===== src/rtl/game_pkg.sv =====
// Shared constants for the memorization game's button front end.
package game_pkg;

    // Button count and bit positions within every button vector.
    localparam int unsigned NUM_BTN    = 5;
    localparam int unsigned BTN_UP     = 0;
    localparam int unsigned BTN_DOWN   = 1;
    localparam int unsigned BTN_LEFT   = 2;
    localparam int unsigned BTN_RIGHT  = 3;
    localparam int unsigned BTN_CENTER = 4;

    // Consecutive differing samples required before a new level is accepted.
    localparam int unsigned STABLE_SAMPLES = 4;
    // Counter width; must hold STABLE_SAMPLES-1.
    localparam int unsigned CNT_W          = 3;

    typedef logic [NUM_BTN-1:0] btn_vec_t;

endpackage


===== src/rtl/debounce_cell.sv =====
// Debounce for one button: 2-FF synchronizer, qualification counter,
// registered level and single-cycle press/release pulses. Acts only on tick.
module debounce_cell #(
    parameter int unsigned STABLE_SAMPLES = 4,
    parameter int unsigned CNT_W          = 3
) (
    input  logic clk,
    input  logic rst_n,
    input  logic tick,
    input  logic btn_raw,
    output logic btn_level,
    output logic btn_press,
    output logic btn_release
);

    localparam logic [CNT_W-1:0] CntMax = CNT_W'(STABLE_SAMPLES - 1);

    logic             raw_meta_q, raw_sync_q;
    logic [CNT_W-1:0] cnt_q, cnt_d;
    logic             level_q, level_d;
    logic             press_q, press_d;
    logic             release_q, release_d;

    // Bring the asynchronous pin into the clk domain.
    always_ff @(posedge clk or negedge rst_n) begin
        if (!rst_n) begin
            raw_meta_q <= 1'b0;
            raw_sync_q <= 1'b0;
        end else begin
            raw_meta_q <= btn_raw;
            raw_sync_q <= raw_meta_q;
        end
    end

    // Qualify a level change over consecutive ticks; any agreeing sample restarts it.
    always_comb begin
        cnt_d     = cnt_q;
        level_d   = level_q;
        press_d   = 1'b0;
        release_d = 1'b0;
        if (tick) begin
            if (raw_sync_q == level_q) begin
                cnt_d = '0;
            end else if (cnt_q == CntMax) begin
                cnt_d     = '0;
                level_d   = raw_sync_q;
                press_d   = raw_sync_q;
                release_d = ~raw_sync_q;
            end else begin
                cnt_d = cnt_q + CNT_W'(1);
            end
        end
    end

    // Counter, accepted level and pulse registers.
    always_ff @(posedge clk or negedge rst_n) begin
        if (!rst_n) begin
            cnt_q     <= '0;
            level_q   <= 1'b0;
            press_q   <= 1'b0;
            release_q <= 1'b0;
        end else begin
            cnt_q     <= cnt_d;
            level_q   <= level_d;
            press_q   <= press_d;
            release_q <= release_d;
        end
    end

    assign btn_level   = level_q;
    assign btn_press   = press_q;
    assign btn_release = release_q;

endmodule


===== src/rtl/button_debounce.sv =====
// Debounce and edge-detect the game's push-buttons. readClk is treated as a
// data signal: it is synchronized and its rising edge becomes a 1-clk tick.
module button_debounce
    import game_pkg::*;
#(
    parameter int unsigned NUM_BTN        = game_pkg::NUM_BTN,
    parameter int unsigned STABLE_SAMPLES = game_pkg::STABLE_SAMPLES,
    parameter int unsigned CNT_W          = game_pkg::CNT_W
) (
    input  logic               clk,
    input  logic               rst_n,
    input  logic               readClk,
    input  logic [NUM_BTN-1:0] btn_raw,
    output logic [NUM_BTN-1:0] btn_level,
    output logic [NUM_BTN-1:0] btn_press,
    output logic [NUM_BTN-1:0] btn_release
);

    logic rclk_meta_q, rclk_sync_q, rclk_prev_q;
    logic tick;

    // Synchronize readClk and keep its previous value for edge detection.
    always_ff @(posedge clk or negedge rst_n) begin
        if (!rst_n) begin
            rclk_meta_q <= 1'b0;
            rclk_sync_q <= 1'b0;
            rclk_prev_q <= 1'b0;
        end else begin
            rclk_meta_q <= readClk;
            rclk_sync_q <= rclk_meta_q;
            rclk_prev_q <= rclk_sync_q;
        end
    end

    assign tick = rclk_sync_q & ~rclk_prev_q;

    for (genvar i = 0; i < NUM_BTN; i++) begin : g_cell
        debounce_cell #(
            .STABLE_SAMPLES(STABLE_SAMPLES),
            .CNT_W         (CNT_W)
        ) u_cell (
            .clk        (clk),
            .rst_n      (rst_n),
            .tick       (tick),
            .btn_raw    (btn_raw[i]),
            .btn_level  (btn_level[i]),
            .btn_press  (btn_press[i]),
            .btn_release(btn_release[i])
        );
    end

endmodule

===== config.mk =====
export PLATFORM = sky130hd
export DESIGN_NAME = button_debounce
export DESIGN_NICKNAME = d
export VERILOG_FILES = /design/src/rtl/game_pkg.sv /design/src/rtl/debounce_cell.sv /design/src/rtl/button_debounce.sv
export SDC_FILE = /design/constraint.sdc
export NUM_CORES = 1
export LEC_CHECK = 0
export CAP_MARGIN = 25
export CORE_MARGIN = 4
export CORE_UTILIZATION = 53
export CTS_CLUSTER_SIZE = 30
export DETAILED_ROUTE_END_ITERATION = 7
export PLACE_DENSITY = 0.77
export SLEW_MARGIN = 20
export SYNTH_ARGS = -nofsm -noshare
export SYNTH_HDL_FRONTEND = slang
export SYNTH_HIERARCHICAL = 1
export SYNTH_SLANG_ARGS = --single-unit

===== constraint.sdc =====
create_clock -name clk -period 2.1 [get_ports clk]
set_input_delay 0.42 -clock clk [delete_from_list [all_inputs] [get_ports clk]]
set_output_delay 0.42 -clock clk [all_outputs]
set_load 0.03 [all_outputs]

# [Yosys cells after proc, flatten, opt, wreduce, memory -nomap -nowiden]
# Cells that the tools add are included.
[classes] addsub=5 eq_ne=10 n_mux=40 n_bitwise=12 reduce_logical=5
[op_table] operator="$mux 1" n=30
[op_table] operator="$mux 3" n=10
[op_table] operator="$add 3x1->3 const B" n=5
[op_table] operator="$eq 3x2->1 const B" n=5
[op_table] operator="$reduce_and 3->1" n=5
[op_table] operator="$not 1->1" n=11
[op_table] operator="$eq 1x1->1" n=5
[op_table] operator="$and 1x1->1" n=1
[word_totals] out_inout_bits=15 input_bits=8 regBits=43 wordCells=105

# [Longest topological paths before layout]
# Gate-level depths: netlist of run 1.
[depth] ltp_word=4 depth_mapped=3 depth_no_buf=3

# [Cells and area by module]
# Netlist of run 1, hierarchy kept.
[by_module_without_submodules] mod="debounce_cell" area_each_um2=321.6 cells_each=24 seq_area_each_um2=200.2 n_inst=5
[by_module_without_submodules] mod="button_debounce" area_each_um2=88.8 cells_each=4 seq_area_each_um2=75.1 n_inst=1

# [Least setup slack after synthesis of run 1]
# OpenSTA, ideal clock, no wires.
[synth_timing] path_type="register -> register" from="register rclk_prev_q" to="register g_cell[0].u_cell.level_q" n_path_buf=0 slack_ns=0.702 arrival_time_ns=1.273 setup_ns=0.125 period_less_slack_ns=1.398 t_required_ns=1.975 stages_incl_launch_ff=4 path_cell_list="dfrtp_1 > nor2b_4 > nand3b_2 > mux2_4"
[synth_via] elab_chain_len=3
[synth_rtl] element="start, declared" line="button_debounce.sv:19" rtl="logic rclk_meta_q, rclk_sync_q, rclk_prev_q;"
[synth_rtl] element="start signal, assigned" line="button_debounce.sv:31" rtl="rclk_prev_q <= rclk_sync_q;"
[synth_rtl] element="$not 1->1" line="button_debounce.sv:35" rtl="assign tick = rclk_sync_q & ~rclk_prev_q;"
[synth_rtl] element="$and 1x1->1" line="button_debounce.sv:35"
[synth_rtl] element="named net tick" line="button_debounce.sv:20" rtl="logic tick;"
[synth_rtl] element="$reduce_and 3->1 (no source line)"
[synth_rtl] element="end signal, assigned" line="debounce_cell.sv:64" rtl="level_q <= level_d;"
[synth_rtl] element="end, declared" line="debounce_cell.sv:20" rtl="logic level_q, level_d;"
# The timed path passes the listed nets, and every way through them passes these cells.
# A chain may end at the register's enable or synchronous reset.

# [Final worst setup path of run 1]
[layout_timing] from="register g_cell[4].u_cell.level_q" to="output port btn_level[4]"
[layout_rtl] element="start, declared" line="debounce_cell.sv:20"
[layout_rtl] element="start signal, assigned" line="debounce_cell.sv:64"
[layout_rtl] element="end, declared" line="button_debounce.sv:14" rtl="output logic [NUM_BTN-1:0] btn_level,"
# No word-level cell between the ends.

==> results.yml, run 1 <==
setup_path:
  path_buf_inv: 1
  critPathTopFamily: "buffers and inverters"
  required_ns: 1.68
  arrival_ns: 1.47
  path_cells: "clkdlybuf4s50_1"
  slowest_delay_ns: 0.70
  setup.worst_path.start_class: "flip-flop"
  slowest_stage: "clkdlybuf4s50_1"
  cp_max_fo: 5
  path_class: "reg -> out"
  endpoint_kind: "primary output"
yosys:
  syn_nets: 137
  synth_edf_count: 0
  synthesis.area_mm2: 0.00170
  synth_seq_cells: 43
  synth_most_common_cell: "dfrtp_1"
  postSynthCellCount: 124
  yosys-top-cells-area: "dfrtp_1 63%, mux2_4 4.4%, nor3b_1 4.4%"
  yosysUniqueCellTypes: 14
  async_flop_share_pct: 100
  yosysSeqAreaShare_pct: 63.4
  yosysTopAreaCellShare_pct: 63.4
  yosys_most_used_dff: "dfrtp_1"
  syn_avg_cell_area_um2: 13.7
  yosys.area.top_type: "dfrtp_1"
  synth_common_cells: "43 x dfrtp_1, 10 x inv_1, 10 x nand2b_1, 10 x nor3b_1, 10 x o22ai_1"
  yosys_warnings: 6
cts:
  cts_hold_buffers: 0
  htreeDepth: 2
  cts_max_path_buffers: 2
  clk_latency_ns: 0.34
  cts-resized-gates: 0
  cts_setup_buffers: 0
  clk_pin_slew_ns: 0.12
  cts_made_buffers: 5
  cts_root_buf: "clkbuf_4"
  cts_sinks: 43
  tritoncts: "done"
outcome:
  status: "finished clean"
power_and_ir_drop:
  p_per_area_mw_per_mm2: 979
  leakagePower_nw: 0.909
  ir_drop_v: 0.000622
  finalPower_w: 0.00200
finish:
  stdcell_count: 200
  nets: 168
  drive_gt1_share_pct: 12.8
  finish.utilization_pct: 67.0
  antenna_cells: 0
  syn_to_final_growth_pct: 20.5
floorplanning:
  die_h_um: 64.6
  die_area_mm2: 0.00417
  core_area_mm2: 0.00305
  pin_count: 23
  initial_core_util_pct: 55.6
  die_w_um: 64.6
  rows: 20
detailed_routing:
  ant_nets: 0
  drc: 0
  vias_per_cell: 4.98
  firstDrtPassIters: 4
  wirelength_um: 2500
  drt-initial-drc-count: 56
  vias: 996
  wire_per_inst_um: 12.5
sta:
  finalHoldViolations: 0
  finalClockSkew_ns: 0.00758
  setup_viol_count_final: 0
  fin_crit_ns: 1.89
  fmax_mhz: 529
  rsz0062_at_grt: "false"
  tns_ns: 0
  finalCritPeriodShare_pct: 90.0
  layout_setup_ws_ns: 0.210
  maxSlewViolCount: 0
  tightest_slew_ns: 0.517
  relSlewSlack_pct: 65.5
global_route:
  grt_usage_pct: 14.6
  grt_pass1_wl_um: 4570
  grt_overflow_total: 0
  antenna_found_initial: 0
  grt_max_degree: 24
  grt_pass1_vias: 1043
placed_design:
  dp.final_hpwl_um: 1860
  io_buffers: 22
  gp_congestion: 0.658
  dp.cells: 192
  post-place-ws_ns: 0.580
hold_path:
  hold_class: "in -> async"
run:
  cap_viol_max_count: 0
-- stage by stage --
| step | hold slack (ns) | area (µm²) |
|---|---|---|
| after floorplan | 0.124 | 1700 |
| after global placement | 0.332 | 1990 |
| after detailed placement | 0.336 | 1990 |
| after CTS | 0.0297 | 2040 |
| after global routing | 0.0429 | 2040 |
| final | 0.0249 | 2040 |
-- power breakdown --
group,total (W),internal (W),switching (W)
sequential,0.00107,0.000953,0.000114
clock,0.000375,0.000131,0.000245
combinational,0.000559,0.000287,0.000272
-- layout by cell type, fill, tap and decap left out, drive strengths merged --
cell,netlist,final
and2b,5,5
nand2,5,5
nand2b,10,10
inv,10,10
nor2b,1,1
or2b,5,5
xnor2,5,5
o31ai,5,5
o22ai,10,10
buf,0,3
clkinv,0,1
clkbuf,0,7
clkdlybuf4s50,0,21
mux2,5,5
dfrtp,43,43
nor3b,10,10
ha,5,5
nand3b,5,5
-- kinds of logic after synthesis --
kind of cell             share of synthesized area, %
adder cells (fa/ha/maj)                          3.69
multiplexers                                     4.42
AO/OA/AOI/OAI                                    5.90
XOR/XNOR                                         2.58
AND/OR/NAND/NOR                                  17.8
buffers and inverters                            2.21
flip-flops                                       63.4
-- state kept, by name, summed over array words and instances (netlist names) --
signal,flops
g_cell.u_cell/btn_release,5
g_cell.u_cell/btn_press,5
rclk_meta_q,1
g_cell.u_cell/raw_sync_q,5
g_cell.u_cell/cnt_q,15
rclk_prev_q,1
rclk_sync_q,1
g_cell.u_cell/btn_level,5
g_cell.u_cell/raw_meta_q,5
-- worst paths after layout --
check	start	end	slack (ns)	cells after the start
worst max-delay path	g_cell[4].u_cell/btn_level$_DFFE_PN0P_	btn_level[4]	0.21	1
worst min-delay path	rst_n	g_cell[1].u_cell/cnt_q[2]$_DFFE_PN0P_	0.02	1
worst max register to register	rclk_prev_q$_DFF_PN0_	g_cell[4].u_cell/btn_level$_DFFE_PN0P_	0.61	3
worst min register to register	rclk_meta_q$_DFF_PN0_	rclk_sync_q$_DFF_PN0_	0.36	0
max in group asynchronous	rst_n	g_cell[0].u_cell/cnt_q[2]$_DFFE_PN0P_	1.58	2
min in group clk	rclk_meta_q$_DFF_PN0_	rclk_sync_q$_DFF_PN0_	0.36	0
-- layer usage --
layer	GRT usage, %	up-vias	wire [µm]
li1	-	483	-
met5	0	-	0
met3	5.37	6	108
met2	25.3	18	1300
met1	16.4	489	1040
met4	5.54	0	50
-- cell type report --
type	count	area [µm²]
clock buffer	7	45.0
fill	230	1010
sequential	43	1080
clock inverter	1	5.00
timing repair buffer	24	243
tap	44	55.1
multi-input combinational	71	583
inverter	10	37.5
(Power assumes the default switching activity.)
==> run 2: changes to the inputs <==
Settings changed: CORE_MARGIN 4 to not set.
==> results.yml, run 2 (same netlist as run 1, synthesis figures left out) <==
detailed_routing:
  drt-initial-drc-count: 35
  drc: 0
  firstDrtPassIters: 4
  vias_per_cell: 5.07
  ant_nets: 0
  wirelength_um: 2540
  wire_per_inst_um: 12.7
  vias: 1014
cts:
  cts_sinks: 43
  cts-resized-gates: 0
  tritoncts: "done"
  cts_max_path_buffers: 2
  cts_root_buf: "clkbuf_4"
  clk_pin_slew_ns: 0.11
  cts_setup_buffers: 0
  htreeDepth: 2
  cts_made_buffers: 5
  cts_hold_buffers: 0
  clk_latency_ns: 0.34
power_and_ir_drop:
  leakagePower_nw: 0.909
  p_per_area_mw_per_mm2: 976
  ir_drop_v: 0.000548
setup_path:
  endpoint_kind: "primary output"
  rr_startpoint: "rclk_prev_q$_DFF_PN0_"
  arrival_ns: 1.47
  path_cells: "clkdlybuf4s50_1"
  path_class: "reg -> out"
  path_buf_inv: 1
  r2r_end: "g_cell[4].u_cell/btn_level$_DFFE_PN0P_"
  slowest_delay_ns: 0.70
  required_ns: 1.68
  cp_max_fo: 5
  r2r_slack_ns: 0.61
  r2r_cells: 3
  setup.worst_path.start_class: "flip-flop"
  slowest_stage: "clkdlybuf4s50_1"
  critPathTopFamily: "buffers and inverters"
finish:
  drive_gt1_share_pct: 12.8
  multi_input_area_um2: 583
  largest-register: "g_cell.u_cell/cnt_q"
  finish.utilization_pct: 67.0
  largest_register_ffs: 15
  final_cell_mix: "43 x dfrtp_1, 21 x clkdlybuf4s50_1"
  stdcell_count: 200
  post-route-cell-area_mm2: 0.00204
  fill_cells: 237
  nets: 168
  final_common_cell: "dfrtp_1"
  seq_area_mm2: 0.00108
  antenna_cells: 0
  syn_to_final_growth_pct: 20.5
global_route:
  grt_pass1_vias: 1004
  grt_usage_pct: 18.1
  grt_overflow_total: 0
  antenna_found_initial: 0
  grt_max_degree: 24
  grt_pass1_wl_um: 4400
floorplanning:
  rows: 20
  pin_count: 23
  die_h_um: 58.6
  initial_core_util_pct: 55.6
  die_area_mm2: 0.00343
  core_area_mm2: 0.00305
  die_w_um: 58.6
placed_design:
  placed_area_mm2: 0.00199
  dp.cells: 192
  io_buffers: 22
  gp_congestion: 0.708
  dp.final_hpwl_um: 1850
sta:
  rsz0062_at_grt: "false"
  tightest_slew_ns: 0.529
  fin_crit_ns: 1.89
  finalCritPeriodShare_pct: 90.1
  finalClockSkew_ns: 0.00646
  tns_ns: 0
  finalHoldViolations: 0
  maxSlewViolCount: 0
  setup_viol_count_final: 0
  relSlewSlack_pct: 64.7
  fmax_mhz: 528
run:
  cap_viol_max_count: 0
hold_path:
  hold_class: "in -> async"
outcome:
  status: "finished clean"
## run 2: final cells by class
class                   instances  area share (%)
flip-flops and latches         43            52.6
multi-input cells              71            28.5
repair buffers                 24            11.9
well taps                      44            2.69
clock buffers                   7            2.20
inverters                      10            1.84
clock inverters                 1           0.245
## run 2: routing by layer
layer | wire [µm] | track usage (%)
met2 | 1360 | 30.5
met3 | 79 | 4.62
met4 | 54 | 10.2
met5 | 0 | 0
met1 | 1040 | 21.1
## run 2: where the power goes
group | internal [W] | switching, W | leakage [nW]
Sequential | 0.000953 | 0.000114 | 0.558
Combinational | 0.000289 | 0.000276 | 0.322
Clock | 0.000131 | 0.000233 | 0.0293
## run 2: metrics by stage
step / hold slack, ns / worst slack, ns / power (W)
CTS: 0.0439 / 0.192 / 0.00203
detailed placement: 0.335 / 0.588 / 0.00166
floorplan: 0.124 / 0.702 / 0.00144
global placement: 0.332 / 0.610 / 0.00160
finish: 0.0420 / 0.208 / 0.00200
global route: 0.0583 / 0.122 / 0.00213
## run 2: worst max-delay path by stage
stage / from / to / slack [ns] / cells after the start
floorplan: rclk_prev_q$_DFF_PN0_ / g_cell[0].u_cell/btn_level$_DFFE_PN0P_ / 0.70 / 3
global placement: g_cell[3].u_cell/btn_level$_DFFE_PN0P_ / btn_level[3] / 0.61 / 1
detailed placement: g_cell[0].u_cell/btn_level$_DFFE_PN0P_ / btn_level[0] / 0.59 / 1
CTS: g_cell[3].u_cell/btn_level$_DFFE_PN0P_ / btn_level[3] / 0.19 / 1
global route: g_cell[3].u_cell/btn_level$_DFFE_PN0P_ / btn_level[3] / 0.12 / 1
finish: g_cell[3].u_cell/btn_level$_DFFE_PN0P_ / btn_level[3] / 0.21 / 1
